$ cat src/rtl/multicycle_cu.sv
// ---------------------------------------------------------------------------
// multicycle_cu -- multi-cycle control unit for the 16-bit CPU.
//
// Sequences every instruction through IDLE/FETCH/DECODE/EXEC/MEM/WB. Memory
// accesses in FETCH and MEM stall on MemReady and are aborted after
// MEM_TIMEOUT idle cycles. Datapath controls are decoded from the state
// register and the opcode latched in DECODE. The exceptions are FETCH
// completion, the BEQ PC write, IllegalOp and MemTimeout, which also depend
// on the current inputs.
//
// Ports:
//   Clock, ResetN            rising-edge clock, async active-low reset
//   OPCODE [OPCODE_W]        opcode from IR, sampled in DECODE
//   Zero                     ALU zero flag (BEQ in EXEC)
//   MemReady                 memory access completes this cycle
//   PCWrite, IRWrite         PC / IR load enables
//   RegDst, Jump, Branch, MemRead, MemToReg, MemWrite, ALUsrc, RegWrite
//                            datapath controls
//   ALUop [ALUOP_W]          00 add, 01 sub/compare, 10 R-type, 11 immediate
//   State [3]                IDLE=0 FETCH=1 DECODE=2 EXEC=3 MEM=4 WB=5
//   IllegalOp                one-cycle pulse in DECODE on an undefined opcode
//   MemTimeout               one-cycle pulse when an access is aborted
//   InstrCount [CNT_W]       retired-instruction counter (PERF_CNT_EN only)
//
// Optional feature: define PERF_CNT_EN to add the CNT_W parameter and the
// InstrCount output.
// ---------------------------------------------------------------------------
module multicycle_cu #(
  parameter int OPCODE_W    = 4,
  parameter int ALUOP_W     = 2,
  parameter int MEM_TIMEOUT = 15
`ifdef PERF_CNT_EN
  ,
  parameter int CNT_W       = 16
`endif
) (
  input  logic                Clock,
  input  logic                ResetN,
  input  logic [OPCODE_W-1:0] OPCODE,
  input  logic                Zero,
  input  logic                MemReady,
  output logic                PCWrite,
  output logic                IRWrite,
  output logic                RegDst,
  output logic                Jump,
  output logic                Branch,
  output logic                MemRead,
  output logic                MemToReg,
  output logic                MemWrite,
  output logic                ALUsrc,
  output logic                RegWrite,
  output logic [ALUOP_W-1:0]  ALUop,
  output logic [2:0]          State,
  output logic                IllegalOp,
  output logic                MemTimeout
`ifdef PERF_CNT_EN
  ,
  output logic [CNT_W-1:0]    InstrCount
`endif
);

  localparam int WAIT_W = $clog2(MEM_TIMEOUT + 1);

  typedef enum logic [2:0] {
    S_IDLE   = 3'd0,
    S_FETCH  = 3'd1,
    S_DECODE = 3'd2,
    S_EXEC   = 3'd3,
    S_MEM    = 3'd4,
    S_WB     = 3'd5
  } state_t;

  typedef enum logic [2:0] {
    C_R, C_I, C_LW, C_SW, C_J, C_BEQ, C_ILL
  } op_class_t;

  state_t              state;
  logic [OPCODE_W-1:0] op_q;
  logic [WAIT_W-1:0]   wait_cnt;
  op_class_t           in_cls;   // class of the live OPCODE (DECODE)
  op_class_t           op_cls;   // class of the latched opcode
  logic                timeout;

  // Only the low 4 bits carry the opcode; any set upper bit makes it illegal.
  function automatic op_class_t classify(input logic [OPCODE_W-1:0] op);
    op_class_t cls;
    if ((op >> 4) != '0) begin
      cls = C_ILL;
    end else begin
      case (op[3:0])
        4'b0000, 4'b0001, 4'b0010: cls = C_R;
        4'b1001, 4'b1010, 4'b1011: cls = C_I;
        4'b1100:                   cls = C_LW;
        4'b1101:                   cls = C_SW;
        4'b1110:                   cls = C_J;
        4'b1111:                   cls = C_BEQ;
        default:                   cls = C_ILL;
      endcase
    end
    return cls;
  endfunction

  assign in_cls = classify(OPCODE);
  assign op_cls = classify(op_q);
  assign State  = state;

  // The limit cycle is the one after MEM_TIMEOUT consecutive idle cycles; a
  // MemReady arriving in that same cycle still completes the access.
  assign timeout = ((state == S_FETCH) || (state == S_MEM)) && !MemReady &&
                   (wait_cnt == WAIT_W'(MEM_TIMEOUT));

  // NOTE: sequential state uses non-blocking assignments only, so every
  // register samples pre-edge values regardless of statement order.
  always_ff @(posedge Clock or negedge ResetN) begin
    if (!ResetN) begin
      state    <= S_IDLE;
      op_q     <= '0;
      wait_cnt <= '0;
    end else begin
      // The counter is cleared unless a wait state explicitly keeps counting.
      wait_cnt <= '0;
      case (state)
        S_IDLE: state <= S_FETCH;
        S_FETCH: begin
          if (MemReady)      state    <= S_DECODE;
          else if (!timeout) wait_cnt <= wait_cnt + WAIT_W'(1);
          // A fetch timeout stays in FETCH with a cleared counter (retry).
        end
        S_DECODE: begin
          op_q  <= OPCODE;
          state <= (in_cls == C_ILL) ? S_FETCH : S_EXEC;
        end
        S_EXEC: begin
          case (op_cls)
            C_R, C_I:   state <= S_WB;
            C_LW, C_SW: state <= S_MEM;
            default:    state <= S_FETCH;  // BEQ and J finish here
          endcase
        end
        S_MEM: begin
          if (MemReady)     state    <= (op_cls == C_LW) ? S_WB : S_FETCH;
          else if (timeout) state    <= S_FETCH;  // instruction discarded
          else              wait_cnt <= wait_cnt + WAIT_W'(1);
        end
        S_WB:    state <= S_FETCH;
        default: state <= S_IDLE;
      endcase
    end
  end

  // NOTE: every output gets a default before the case, so no path through
  // this block can leave a signal unassigned and infer a latch.
  always_comb begin
    PCWrite    = 1'b0;
    IRWrite    = 1'b0;
    RegDst     = 1'b0;
    Jump       = 1'b0;
    Branch     = 1'b0;
    MemRead    = 1'b0;
    MemToReg   = 1'b0;
    MemWrite   = 1'b0;
    ALUsrc     = 1'b0;
    RegWrite   = 1'b0;
    ALUop      = ALUOP_W'(2'b00);
    IllegalOp  = 1'b0;
    MemTimeout = timeout;
    case (state)
      S_FETCH: begin
        MemRead = !timeout;  // strobe drops for the abort cycle
        if (MemReady) begin
          IRWrite = 1'b1;
          PCWrite = 1'b1;
        end
      end
      S_DECODE: IllegalOp = (in_cls == C_ILL);
      S_EXEC: begin
        case (op_cls)
          C_R: ALUop = ALUOP_W'(2'b10);
          C_I: begin
            ALUop  = ALUOP_W'(2'b11);
            ALUsrc = 1'b1;
          end
          C_LW, C_SW: ALUsrc = 1'b1;
          C_BEQ: begin
            Branch  = 1'b1;
            ALUop   = ALUOP_W'(2'b01);
            PCWrite = Zero;
          end
          C_J: begin
            Jump    = 1'b1;
            PCWrite = 1'b1;
          end
          default: ;
        endcase
      end
      S_MEM: begin
        ALUsrc   = 1'b1;
        MemRead  = (op_cls == C_LW) && !timeout;
        MemWrite = (op_cls == C_SW) && !timeout;
      end
      S_WB: begin
        RegWrite = 1'b1;
        RegDst   = (op_cls == C_R);
        MemToReg = (op_cls == C_LW);
      end
      default: ;
    endcase
  end

`ifdef PERF_CNT_EN
  logic retire;

  // Last cycle of each successfully completed instruction.
  assign retire = (state == S_WB) ||
                  ((state == S_MEM) && MemReady && (op_cls == C_SW)) ||
                  ((state == S_EXEC) && ((op_cls == C_J) || (op_cls == C_BEQ)));

  always_ff @(posedge Clock or negedge ResetN) begin
    if (!ResetN)     InstrCount <= '0;
    else if (retire) InstrCount <= InstrCount + CNT_W'(1);  // wraps naturally
  end
`endif

endmodule

$ cat config.mk
export PLATFORM = sky130hd
export DESIGN_NAME = multicycle_cu
export DESIGN_NICKNAME = d
export VERILOG_FILES = /design/src/rtl/multicycle_cu.sv
export SDC_FILE = /design/constraint.sdc
export NUM_CORES = 1
export LEC_CHECK = 0
export CAP_MARGIN = 10
export CORE_MARGIN = 4
export CORE_UTILIZATION = 49
export CTS_BUF_LIST = sky130_fd_sc_hd__clkbuf_4 sky130_fd_sc_hd__clkbuf_8 sky130_fd_sc_hd__clkbuf_16
export DETAILED_ROUTE_END_ITERATION = 10
export GPL_ROUTABILITY_DRIVEN = 0
export PLACE_DENSITY = 0.81
export SYNTH_ARGS = -nofsm -noshare
export SYNTH_HDL_FRONTEND = slang
export SYNTH_SLANG_ARGS = --single-unit
$ cat constraint.sdc
create_clock -name Clock -period 4.36 [get_ports Clock]
set_clock_uncertainty 0.2 [all_clocks]
set_input_delay 1.308 -clock Clock [delete_from_list [all_inputs] [get_ports Clock]]
set_output_delay 1.308 -clock Clock [all_outputs]
set_load 0.01 [all_outputs]
# Word level (Yosys, flattened, before mapping)
# Memory sizes are Yosys's and may differ from the RTL's.
# Index checks and enable logic that the tools add are counted.
# op_classes
addsub	1
eq_ne	14
muxes	28
n_reduce_logical	15
# ops
op	n
3-bit == test, second input constant	5
3-bit one-hot mux with 5 select lines	1
3-bit by 2-bit == test with 1-bit output, second input constant	4
1-bit 2-to-1 mux	12
3-bit 2-to-1 mux	4
4-bit 2-to-1 mux	3
1-bit one-hot mux with 2 select lines	4
2-bit OR reduction	4
3-bit by 1-bit == test with 1-bit output, second input constant	2
3-bit zero test	2
2-bit one-hot mux with 3 select lines	1
3-bit one-hot mux with 2 select lines	1
4-bit by 1-bit adder with 4-bit output, second input constant	1
4-bit == test, second input constant	1
1-bit logical AND	4
2-bit 2-to-1 mux	2
3-bit != test, second input constant	1
3-bit OR reduction	1
1-bit zero test	2
2-bit != test, second input constant	1
2-bit AND reduction	1
1-bit logical OR	1
# totals
ff_bits	11
romBits	96
inputBits	8
output_inout_bits	17
elab_cells	63
n_memories	2
# memory_table
name	depth	word_bits	rd	rd_clocked_by_memory_dff	wr	line_no	rtl
(name not given)	16	3	1	0	0	90	case (op[3:0])
(name not given)	16	3	1	0	0	90	

# Depth between registers and ports, before layout
# logic_depth
depth_word	7
mapped_depth	4
depth_no_buf	4

# Worst setup path before layout
# No wires, ideal clock.
# synth_path
path_type	input port to output port
from	input MemReady
to	output MemWrite
arrival_ns	1.816
required_time_ns	2.852
path_slack_ns	1.036
path_stages	2
n_path_buf	0
path_cell_list	nor4_4 nor3_1
# synth_via
elab_chain_cells	6
# synth_lines
item	line_no	rtl
start: declaration	41	input logic MemReady,
1-bit zero test	109	assign timeout = ((state == S_FETCH) || (state == S_MEM)) && !MemReady &&
1-bit logical AND (2 in series)	109	
1-bit zero test	199	MemWrite = (op_cls == C_SW) && !timeout;
1-bit logical AND	199	
1-bit 2-to-1 mux	167	case (state)
end: declaration	49	output logic MemWrite,
# Every way passes these cells.

# Worst setup path in the final report
# layout_path
from	input OPCODE[1]
to	output IllegalOp
# layout_via
elab_chain_cells	3
# layout_lines
item	line_no	rtl
start: declaration	39	input logic [OPCODE_W-1:0] OPCODE,
memory 16 x 3 bit	n/a	
3-bit == test	175	S_DECODE: IllegalOp = (in_cls == C_ILL);
1-bit 2-to-1 mux	167	
end: declaration	54	output logic IllegalOp,
# Every way passes these cells.

==> out/results.txt <==
post_cts resized: 0
r2r startpoint: State[1]$_DFFE_PN0P_
detailed-route vias per instance: 5.73
ANT cells: 0
final hold viol count: 0
Seq pwr share: 38.2%
max-slew violations: 0
R2R cell count: 3
synthesis-stage register bit count: 11
Die ar.: 2370 um2
syn nets: 99
RSZ-0062 raised after global routing: no
Hold Path Class: register to register
Seq/Total Area, Yosys: 34.0%
Crit Reg-Reg Endpoint: State[1]$_DFFE_PN0P_
# clock sinks: 11
YS warnings: 0
layout cells sized above 1: 11.6%
final non-filler cell total: 128
CTS Buffer Depth: 2
Core Footprint: 1540 um2
Post-CTS Hold Buffers: 0
DRT iter0 DRCs: 17
layout overhead on the synthesized area: 31.7%
Min-Delay Path Depth: 1
Max Cap Viol: 0
setup ws final: 90.1 ps
setup slack at placement: 51.5 ps
Final Util: 69.2%
die width: 48.6 um
largest net degree at the start of global routing: 15
Comb power frac: 50.4%
Fin Hold WS: 313 ps
Die Y: 48.6 um
kind of end point of the critical path: output port
critical path data required time: 2850 ps
post-detail-place hpwl: 1430 um
ys async rst share: 100%
global-route wire length before repair: 3330 um
clock latency on the worst-skew pair: 270 ps
Worst Path Arrival: 2760 ps
H-tree depth: 1
Syn Std Cell Area: 810 um2
Psw: 0.283 mW
Post-DP Area: 1040 um2
DRC: 0
initial core utilization: 52.5%
syn avg cell area: 8.99 um2
worst setup path endpoint: IllegalOp
overall routed net length: 1930 um
TritonCTS clock tree: done
leakage: 0.428 nW
total CTS buffers: 3
Port-buffer cells: 24
post-route cell area: 1070 um2
period utilization: 97.9%
All-Layer GR Usage: 17.7%
WL per Instance: 15.0 um
Worst Tran Pin Value: 474 ps
DR vias: 733
antenna violations before repair: 0
Sw Share: 43.1%
Inst Count DP: 124
Pint: 0.373 mW
CTS root buffer: clkbuf_4
clock-pin transition on the worst setup and hold timing paths: 70 ps
row cnt: 14
CP Launch Point: OPCODE[1]
pwr/cell area: 615 nW/um2
post-CTS setup buffers: 0
status: completed
Pre-antenna DRT Iters: 4
Total Power: 0.656 mW
Max Clock Freq: 234 MHz
Worst slew margin: 68.3%
critical path class: input pin to output port
TNS Setup: 0 ps
post-route ant nets: 0
Reg2Reg Setup Slack: 2620 ps
Startpoint Class: input pin
Synth Instances: 90
Synth Flop Type: dfrtp_1
number of global-route vias before repair: 718
IR drop worst, VDD: 404 uV
largest fanout on the critical path: 3
Unique masters post-synth: 40
Clock power frac: 11.4%
final net count: 122
gr ovfl total: 0
Post-synth EDFFs: 0
post-layout min period: 4270 ps
setup violators final: 0
I/O pins: 25
routing by layer:
layer | share of wire (%) | GRT usage, %
met1 | 44 | 21.4
met2 | 50 | 27.6
met3 | 4.7 | 6.44
met4 | 0.99 | 8.52
met5 | 0 | 0
state kept, by name, indices dropped and copies added, names as in the netlist:
| name | flops |
|---|---|
| op_q | 4 |
| State | 3 |
| wait_cnt | 4 |
logic make-up (layout without fill, tap and decap cells):
group | count (synthesis) | after routing | synth area share [%]
AOI/OAI and AO/OA | 23 | 23 | 19.2
xor gates and xnor gates | 2 | 2 | 3.09
adders and majority gates | 2 | 2 | 2.78
buffers and inverters | 14 | 36 | 8.35
DFF | 11 | 11 | 34.0
muxes | 2 | 2 | 2.78
and+or+nand+nor | 36 | 36 | 29.8
power groups by stage:
stage | clock network [mW] | logic [mW] | registers (mW)
finish | 0.0748 | 0.331 | 0.250
detailed placement | 0 | 0.332 | 0.248
global placement | 0 | 0.328 | 0.245
global route | 0.0835 | 0.362 | 0.263
CTS | 0.0776 | 0.334 | 0.247
floorplan | 0 | 0.287 | 0.173
worst min-delay path by stage:
stage	startpoint	endpoint
after floorplan	wait_cnt[0]$_DFF_PN0_	wait_cnt[0]$_DFF_PN0_
after global placement	wait_cnt[0]$_DFF_PN0_	wait_cnt[0]$_DFF_PN0_
after CTS	wait_cnt[0]$_DFF_PN0_	wait_cnt[0]$_DFF_PN0_
final	wait_cnt[0]$_DFF_PN0_	wait_cnt[0]$_DFF_PN0_
after detailed placement	wait_cnt[0]$_DFF_PN0_	wait_cnt[0]$_DFF_PN0_
after global routing	wait_cnt[0]$_DFF_PN0_	wait_cnt[0]$_DFF_PN0_
placed cells by master, fill, tap and decap left out, types with 4 or more instances in the layout:
cell | Yosys | layout
clkbuf_4 | 0 | 4
inv_1 | 7 | 7
nor2_1 | 9 | 9
dfrtp_1 | 11 | 11
clkdlybuf4s50_1 | 0 | 24
a21oi_1 | 4 | 4
o21ai_0 | 6 | 6
layout make-up:
class	count	area (um2)
fillers	140	475
repair buffers	25	248
multi-input cells	65	467
inverters	7	26.3
clock buffers	4	30.0
well taps	16	20.0
flip-flops and latches	11	275
cell usage after synthesis (2+ instances only):
cell type  number  area [um2]
buf_4           2        15.0
a21o_1          2        15.0
o21ai_0         6        30.0
nor3b_2         2        25.0
nor2_1          9        33.8
nor3_1          3        15.0
nand4b_1        3        26.3
and3_1          3        18.8
inv_1           7        26.3
mux2_2          2        22.5
a21oi_1         4        20.0
nand3_1         3        15.0
nor2b_1         3        18.8
clkbuf_1        4        15.0
dfrtp_1        11         275
nand2_1         2        7.51
worst max-delay path, stage by stage:
cell and delay [ps]:
clkdlybuf4s50_1 440, o31ai_1 290, and3_1 190, clkdlybuf4s50_1 530
No activity file was read; power rests on OpenSTA's default activity.
